[src/rtl/riscv_pkg.sv]
// Shared definitions for the core's instruction memory and its byte-stream program loader.
package riscv_pkg;

    localparam int         IMEM_ADDR_W = 8;
    localparam int         IMEM_WORD_W = 16;
    localparam logic [7:0] HEADER_BYTE = 8'hA5;

    typedef enum logic [2:0] {
        LD_IDLE  = 3'd0,
        LD_COUNT = 3'd1,
        LD_HI    = 3'd2,
        LD_LO    = 3'd3,
        LD_CHECK = 3'd4,
        LD_DONE  = 3'd5,
        LD_ERR   = 3'd6
    } loader_state_e;

endpackage

[src/rtl/imem_loader_if.sv]
// Valid/ready byte stream feeding the program loader.
interface imem_loader_if;

    logic       rx_valid;
    logic [7:0] rx_data;
    logic       rx_ready;

    modport master (output rx_valid, output rx_data, input rx_ready);
    modport slave  (input rx_valid, input rx_data, output rx_ready);

endinterface

[src/rtl/imem_loader.sv]
// Assembles a framed byte stream into 16-bit big-endian words, writes them to instruction
// memory, verifies an additive checksum and holds the core in reset until a good image lands.
module imem_loader
    import riscv_pkg::*;
#(
    parameter int         ADDR_W = IMEM_ADDR_W,
    parameter logic [7:0] HEADER = HEADER_BYTE
) (
    input  logic                   clock,
    input  logic                   reset,
    imem_loader_if.slave           rx,
    input  logic                   reload,
    output logic                   imem_we,
    output logic [ADDR_W-1:0]      imem_addr,
    output logic [IMEM_WORD_W-1:0] imem_wdata,
    output logic                   core_reset,
    output logic                   done,
    output logic                   error
);

    localparam int CNT_W = ADDR_W + 1;

    localparam logic [2:0] S_IDLE  = LD_IDLE;
    localparam logic [2:0] S_COUNT = LD_COUNT;
    localparam logic [2:0] S_HI    = LD_HI;
    localparam logic [2:0] S_LO    = LD_LO;
    localparam logic [2:0] S_CHECK = LD_CHECK;
    localparam logic [2:0] S_DONE  = LD_DONE;
    localparam logic [2:0] S_ERR   = LD_ERR;

    // A COUNT byte of zero encodes a full-depth image.
    localparam logic [CNT_W-1:0] FULL_CNT = {1'b1, {ADDR_W{1'b0}}};

    logic [2:0]             state_q, state_d;
    logic [CNT_W-1:0]       count_q, count_d;
    logic [CNT_W-1:0]       idx_q, idx_d;
    logic [7:0]             sum_q, sum_d;
    logic [7:0]             hi_q, hi_d;
    logic                   we_q, we_d;
    logic [ADDR_W-1:0]      addr_q, addr_d;
    logic [IMEM_WORD_W-1:0] wdata_q, wdata_d;
    logic                   rx_ready_int;
    logic                   xfer;

    assign rx_ready_int = (state_q != S_DONE);
    assign xfer         = rx.rx_valid && rx_ready_int;

    always_comb begin
        state_d = state_q;
        count_d = count_q;
        idx_d   = idx_q;
        sum_d   = sum_q;
        hi_d    = hi_q;
        we_d    = 1'b0;
        addr_d  = addr_q;
        wdata_d = wdata_q;
        case (state_q)
            S_IDLE: begin
                if (xfer && rx.rx_data == HEADER) state_d = S_COUNT;
            end
            S_COUNT: begin
                if (xfer) begin
                    count_d = (rx.rx_data == 8'h00) ? FULL_CNT : CNT_W'(rx.rx_data);
                    idx_d   = '0;
                    sum_d   = 8'h00;
                    state_d = S_HI;
                end
            end
            S_HI: begin
                if (xfer) begin
                    hi_d    = rx.rx_data;
                    sum_d   = sum_q + rx.rx_data;
                    state_d = S_LO;
                end
            end
            S_LO: begin
                if (xfer) begin
                    sum_d   = sum_q + rx.rx_data;
                    we_d    = 1'b1;
                    addr_d  = idx_q[ADDR_W-1:0];
                    wdata_d = {hi_q, rx.rx_data};
                    if (idx_q == count_q - CNT_W'(1)) begin
                        state_d = S_CHECK;
                    end else begin
                        idx_d   = idx_q + CNT_W'(1);
                        state_d = S_HI;
                    end
                end
            end
            S_CHECK: begin
                if (xfer) state_d = (rx.rx_data == sum_q) ? S_DONE : S_ERR;
            end
            S_DONE: begin
                if (reload) state_d = S_IDLE;
            end
            S_ERR: begin
                // reload wins over a concurrent byte, which is simply dropped
                if (reload)                            state_d = S_IDLE;
                else if (xfer && rx.rx_data == HEADER) state_d = S_COUNT;
            end
            default: state_d = S_IDLE;
        endcase
    end

    always_ff @(posedge clock) begin
        if (reset) begin
            state_q <= S_IDLE;
            we_q    <= 1'b0;
            addr_q  <= '0;
            wdata_q <= '0;
        end else begin
            state_q <= state_d;
            we_q    <= we_d;
            addr_q  <= addr_d;
            wdata_q <= wdata_d;
        end
    end

    // Frame bookkeeping is always re-initialised in COUNT, so it needs no reset.
    always_ff @(posedge clock) begin
        count_q <= count_d;
        idx_q   <= idx_d;
        sum_q   <= sum_d;
        hi_q    <= hi_d;
    end

    assign rx.rx_ready  = rx_ready_int;
    assign imem_we      = we_q;
    assign imem_addr    = addr_q;
    assign imem_wdata   = wdata_q;
    assign core_reset   = (state_q != S_DONE);
    assign done         = (state_q == S_DONE);
    assign error        = (state_q == S_ERR);

endmodule

[src/flat_wrapper.sv]
// flat-port wrapper written by rule: the top's interface ports become plain ports
module imem_loader_flat import riscv_pkg::*;
#(
    parameter int         ADDR_W = IMEM_ADDR_W,
    parameter logic [7:0] HEADER = HEADER_BYTE
)
  (clock, reset, reload, imem_we, imem_addr, imem_wdata, core_reset, done, error, rx_rx_valid, rx_rx_data, rx_rx_ready);
  imem_loader_if rx_i ();
  input  logic clock;
  input  logic reset;
  input  logic reload;
  output logic imem_we;
  output logic [ADDR_W-1:0] imem_addr;
  output logic [IMEM_WORD_W-1:0] imem_wdata;
  output logic core_reset;
  output logic done;
  output logic error;
  input wire logic [$bits(rx_i.rx_valid)-1:0] rx_rx_valid;
  input wire logic [$bits(rx_i.rx_data)-1:0] rx_rx_data;
  output wire logic [$bits(rx_i.rx_ready)-1:0] rx_rx_ready;
  assign rx_i.rx_valid = rx_rx_valid;
  assign rx_i.rx_data = rx_rx_data;
  assign rx_rx_ready = rx_i.rx_ready;
  imem_loader #(.ADDR_W(ADDR_W), .HEADER(HEADER)) u_core (.clock(clock), .reset(reset), .rx(rx_i), .reload(reload), .imem_we(imem_we), .imem_addr(imem_addr), .imem_wdata(imem_wdata), .core_reset(core_reset), .done(done), .error(error));
endmodule
[config.mk]
export PLATFORM = sky130hd
export DESIGN_NAME = imem_loader_flat
export DESIGN_NICKNAME = d
export VERILOG_FILES = /design/src/rtl/riscv_pkg.sv /design/src/rtl/imem_loader_if.sv /design/src/rtl/imem_loader.sv /design/src/flat_wrapper.sv
export SDC_FILE = /design/constraint.sdc
export NUM_CORES = 1
export LEC_CHECK = 0
export BUFFER_PORTS_ARGS = -buffer_cell sky130_fd_sc_hd__buf_4
export CORE_UTILIZATION = 50
export DETAILED_ROUTE_END_ITERATION = 10
export PLACE_DENSITY = 0.71
export REMOVE_ABC_BUFFERS = 1
export SLEW_MARGIN = 20
export SYNTH_ARGS = -nofsm -noshare
export SYNTH_HDL_FRONTEND = slang
export SYNTH_SLANG_ARGS = --single-unit
[constraint.sdc]
create_clock -name clock -period 3 [get_ports clock]
set_clock_uncertainty 0.2 [all_clocks]
set_input_delay 0.45 -clock clock [delete_from_list [all_inputs] [get_ports clock]]
set_output_delay 0.45 -clock clock [all_outputs]
set_load 0.05 [all_outputs]
==> flow_summary.yaml <==
status:
  status: "completed"
sta:
  period_needed_ps: 2600
  final-max-slew-violation-count: 0
  finalSetupViolCount: 0
  maxSlewHeadroom: 0.671
  worst_pin_slew_ps: 488
  finalCritPeriodShare: 0.868
  holdWs_ps: 145
  fmax_ghz: 0.384
  rsz0062_at_grt: "false"
  setup-tns-final_ps: 0
  report.final.hold_viol_count: 0
route:
  via_count: 2341
  wl_mm: 6.25
  post-route-drc-count: 0
  first_pass_iters: 4
  viasPerCell: 5.46
  drt_iter0_drc: 150
  wire_per_inst_um: 14.6
  ant_nets: 0
critical_path:
  critical_path_buf_inv_count: 0
  cpPeakStageDelay_ps: 500
  arrival_ps: 2370
  cp_slowest_cell: "nor4_1"
  critPathCaptureType: "flip-flop"
  path_delay_family: "compound AO/OA/AOI/OAI gates"
  crit_type: "reg2reg"
  worst_ep_required_time_ps: 2770
  start_kind: "flip-flop"
  path_cells: "nor4_1, a211oi_1, a211oi_1, o31ai_1, nor2b_1, a21oi_2"
  cp_common_cell: "a211oi_1"
  cp_max_fo: 9
placed_design:
  hpwl_mm: 4.30
  place.gp.congestion: 0.820
  port_buffers: 40
pwr:
  ir_drop_mv: 0.259
  power_leakage_nw: 1.31
  p_per_area_nw_per_um2: 452
logic_synthesis:
  ys_types: 44
  synth.avg_cell_area_um2: 9.48
  syn_area_um2: 3020
  yosys.area.top_type: "edfxtp_1"
  yosysWarnings: 0
  synth.yosys.seq_area_share: 0.523
  ys_seq_elements: 62
  synth_top_area_frac: 0.338
  ys_top_cells_by_area: "edfxtp_1 34%, dfxtp_1 19%, nand2_1 7.0%"
  syn_inst: 319
die:
  start_util: 0.533
  coreArea_um2: 5680
  die_y_um: 79.8
  ios: 41
  die_area_um2: 6360
  placementRows: 27
  die_w_um: 79.8
clocking:
  hold_buffers: 0
  clock_latency_ps: 330
  cts_tree: "yes"
  cts.clk_slew.worst_paths_ps: 70
  numClockSinks: 62
  cts.path.max_buffers: 2
  post-cts-setup-buffer-count: 0
  clock-root-buffer: "clkbuf_8"
  cts_resized: 0
  cts_buffers: 9
  h-tree-depth: 3
global_routing:
  gr-usage-met1: 0.302
  grt_util_met3: 0.0674
  track_usage: 0.221
  antenna_found_initial: 0
  grt-busiest-layer: "met2"
  grt_pass1_wl_mm: 10.4
  grt_pass1_vias: 2129
  grt_max_degree: 30
  grt_use_met2: 0.328
  grt_overflow: 0
cells_and_area:
  drive_gt1_frac: 0.185
  synthToLayoutAreaGrowth_pct: 17.1
  n_fill_cell: 497
  mostFrequentLayoutCells: "56 x nand2_1, 47 x buf_4, 34 x edfxtp_1"
  final_nets: 374
  layout_commonest_cell: "nand2_1"
  antennaDiodeCount: 0
run:
  maxCapViolCount: 0
hold_path:
  hp-class: "in2reg"
registers in the layout, indices dropped and copies added, names as in the netlist:
signal	flops
u_core.idx_q	9
u_core.imem_we	1
u_core.imem_addr	8
u_core.sum_q	8
u_core.state_q	3
u_core.count_q	9
u_core.imem_wdata	16
u_core.hi_q	8
layout make-up:
type / count / area [um^2] / share of cell area
clock buffer: 11 / 141 / 0.0399
tap: 72 / 90.1 / 0.0254
sequential: 62 / 1580 / 0.447
timing repair buffer: 47 / 353 / 0.0996
multi-input combinational: 221 / 1300 / 0.367
clock inverter: 5 / 35.0 / 0.00989
inverter: 11 / 41.3 / 0.0117
layer usage:
| layer | vias up | part of all wire |
|---|---|---|
| met2 | 70 | 0.46 |
| met5 | - | 0 |
| li1 | 1174 | - |
| met1 | 1089 | 0.46 |
| met3 | 8 | 0.065 |
| met4 | 0 | 0.016 |
Yosys cell counts (all sizes together):
cell type  number
nand2          56
edfxtp         34
a21oi          28
dfxtp          28
nor2           26
clkbuf         20
xnor2          17
nor3           12
inv            11
ha              9
nand3           8
o21ai           7
and3            6
nor2b           6
xor2            6
buf             5
a31oi           4
nor4            3
o31ai           3
a211oi          2
a21o            2
nand2b          2
nand3b          2
nand4           2
nor3b           2
o21a            2
o41ai           2
or4             2
a221oi          1
a32oi           1
and2            1
and3b           1
and4            1
fa              1
nor4b           1
nor4bb          1
o211ai          1
o22ai           1
or2b            1
or3             1
worst register-to-register path: stages, from the launching register on:
cell,delay (ps)
edfxtp_1,470
nor4_1,500
a211oi_1,150
a211oi_1,200
o31ai_1,130
nor2b_1,170
a21oi_2,420
through the flow:
stage	cells	area [um^2]	utilization	worst slack, ps	power (mW)
final	429	3540	0.624	397	1.60
after global routing	429	3540	0.624	248	1.67
after CTS	429	3540	0.623	171	1.62
after detailed placement	413	3360	0.592	212	0.972
after global placement	413	3360	0.592	327	0.972
after floorplan	294	2920	-	338	0.938
cells by family (layout without fill, tap and decap cells):
group / Yosys count / after routing / share of synthesized area
flip-flops: 62 / 62 / 0.523
AND/OR/NAND/NOR: 134 / 134 / 0.211
XOR/XNOR: 23 / 23 / 0.0666
buffers and inverters: 36 / 74 / 0.0484
AO/OA/AOI/OAI: 54 / 54 / 0.107
adder cells (fa/ha/maj): 10 / 10 / 0.0439
worst paths after layout:
check	start	to	slack, ps	depth (start not counted)
worst max register to register	u_core.count_q[0]	u_core.idx_q[3]	400	6
worst max-delay path	u_core.count_q[0]	u_core.idx_q[3]	400	6
worst min-delay path	rx_rx_data[6]	u_core.hi_q[6]	150	1
worst min register to register	u_core.imem_addr[6]	u_core.imem_addr[6]	260	2
power by group:
group | total (mW) | internal (mW) | switching, mW | leakage [nW]
Clock | 0.647 | 0.322 | 0.324 | 0.0893
Sequential | 0.891 | 0.890 | 0.000666 | 0.544
Combinational | 0.0626 | 0.0253 | 0.0373 | 0.677
(Power assumes the default switching activity.)
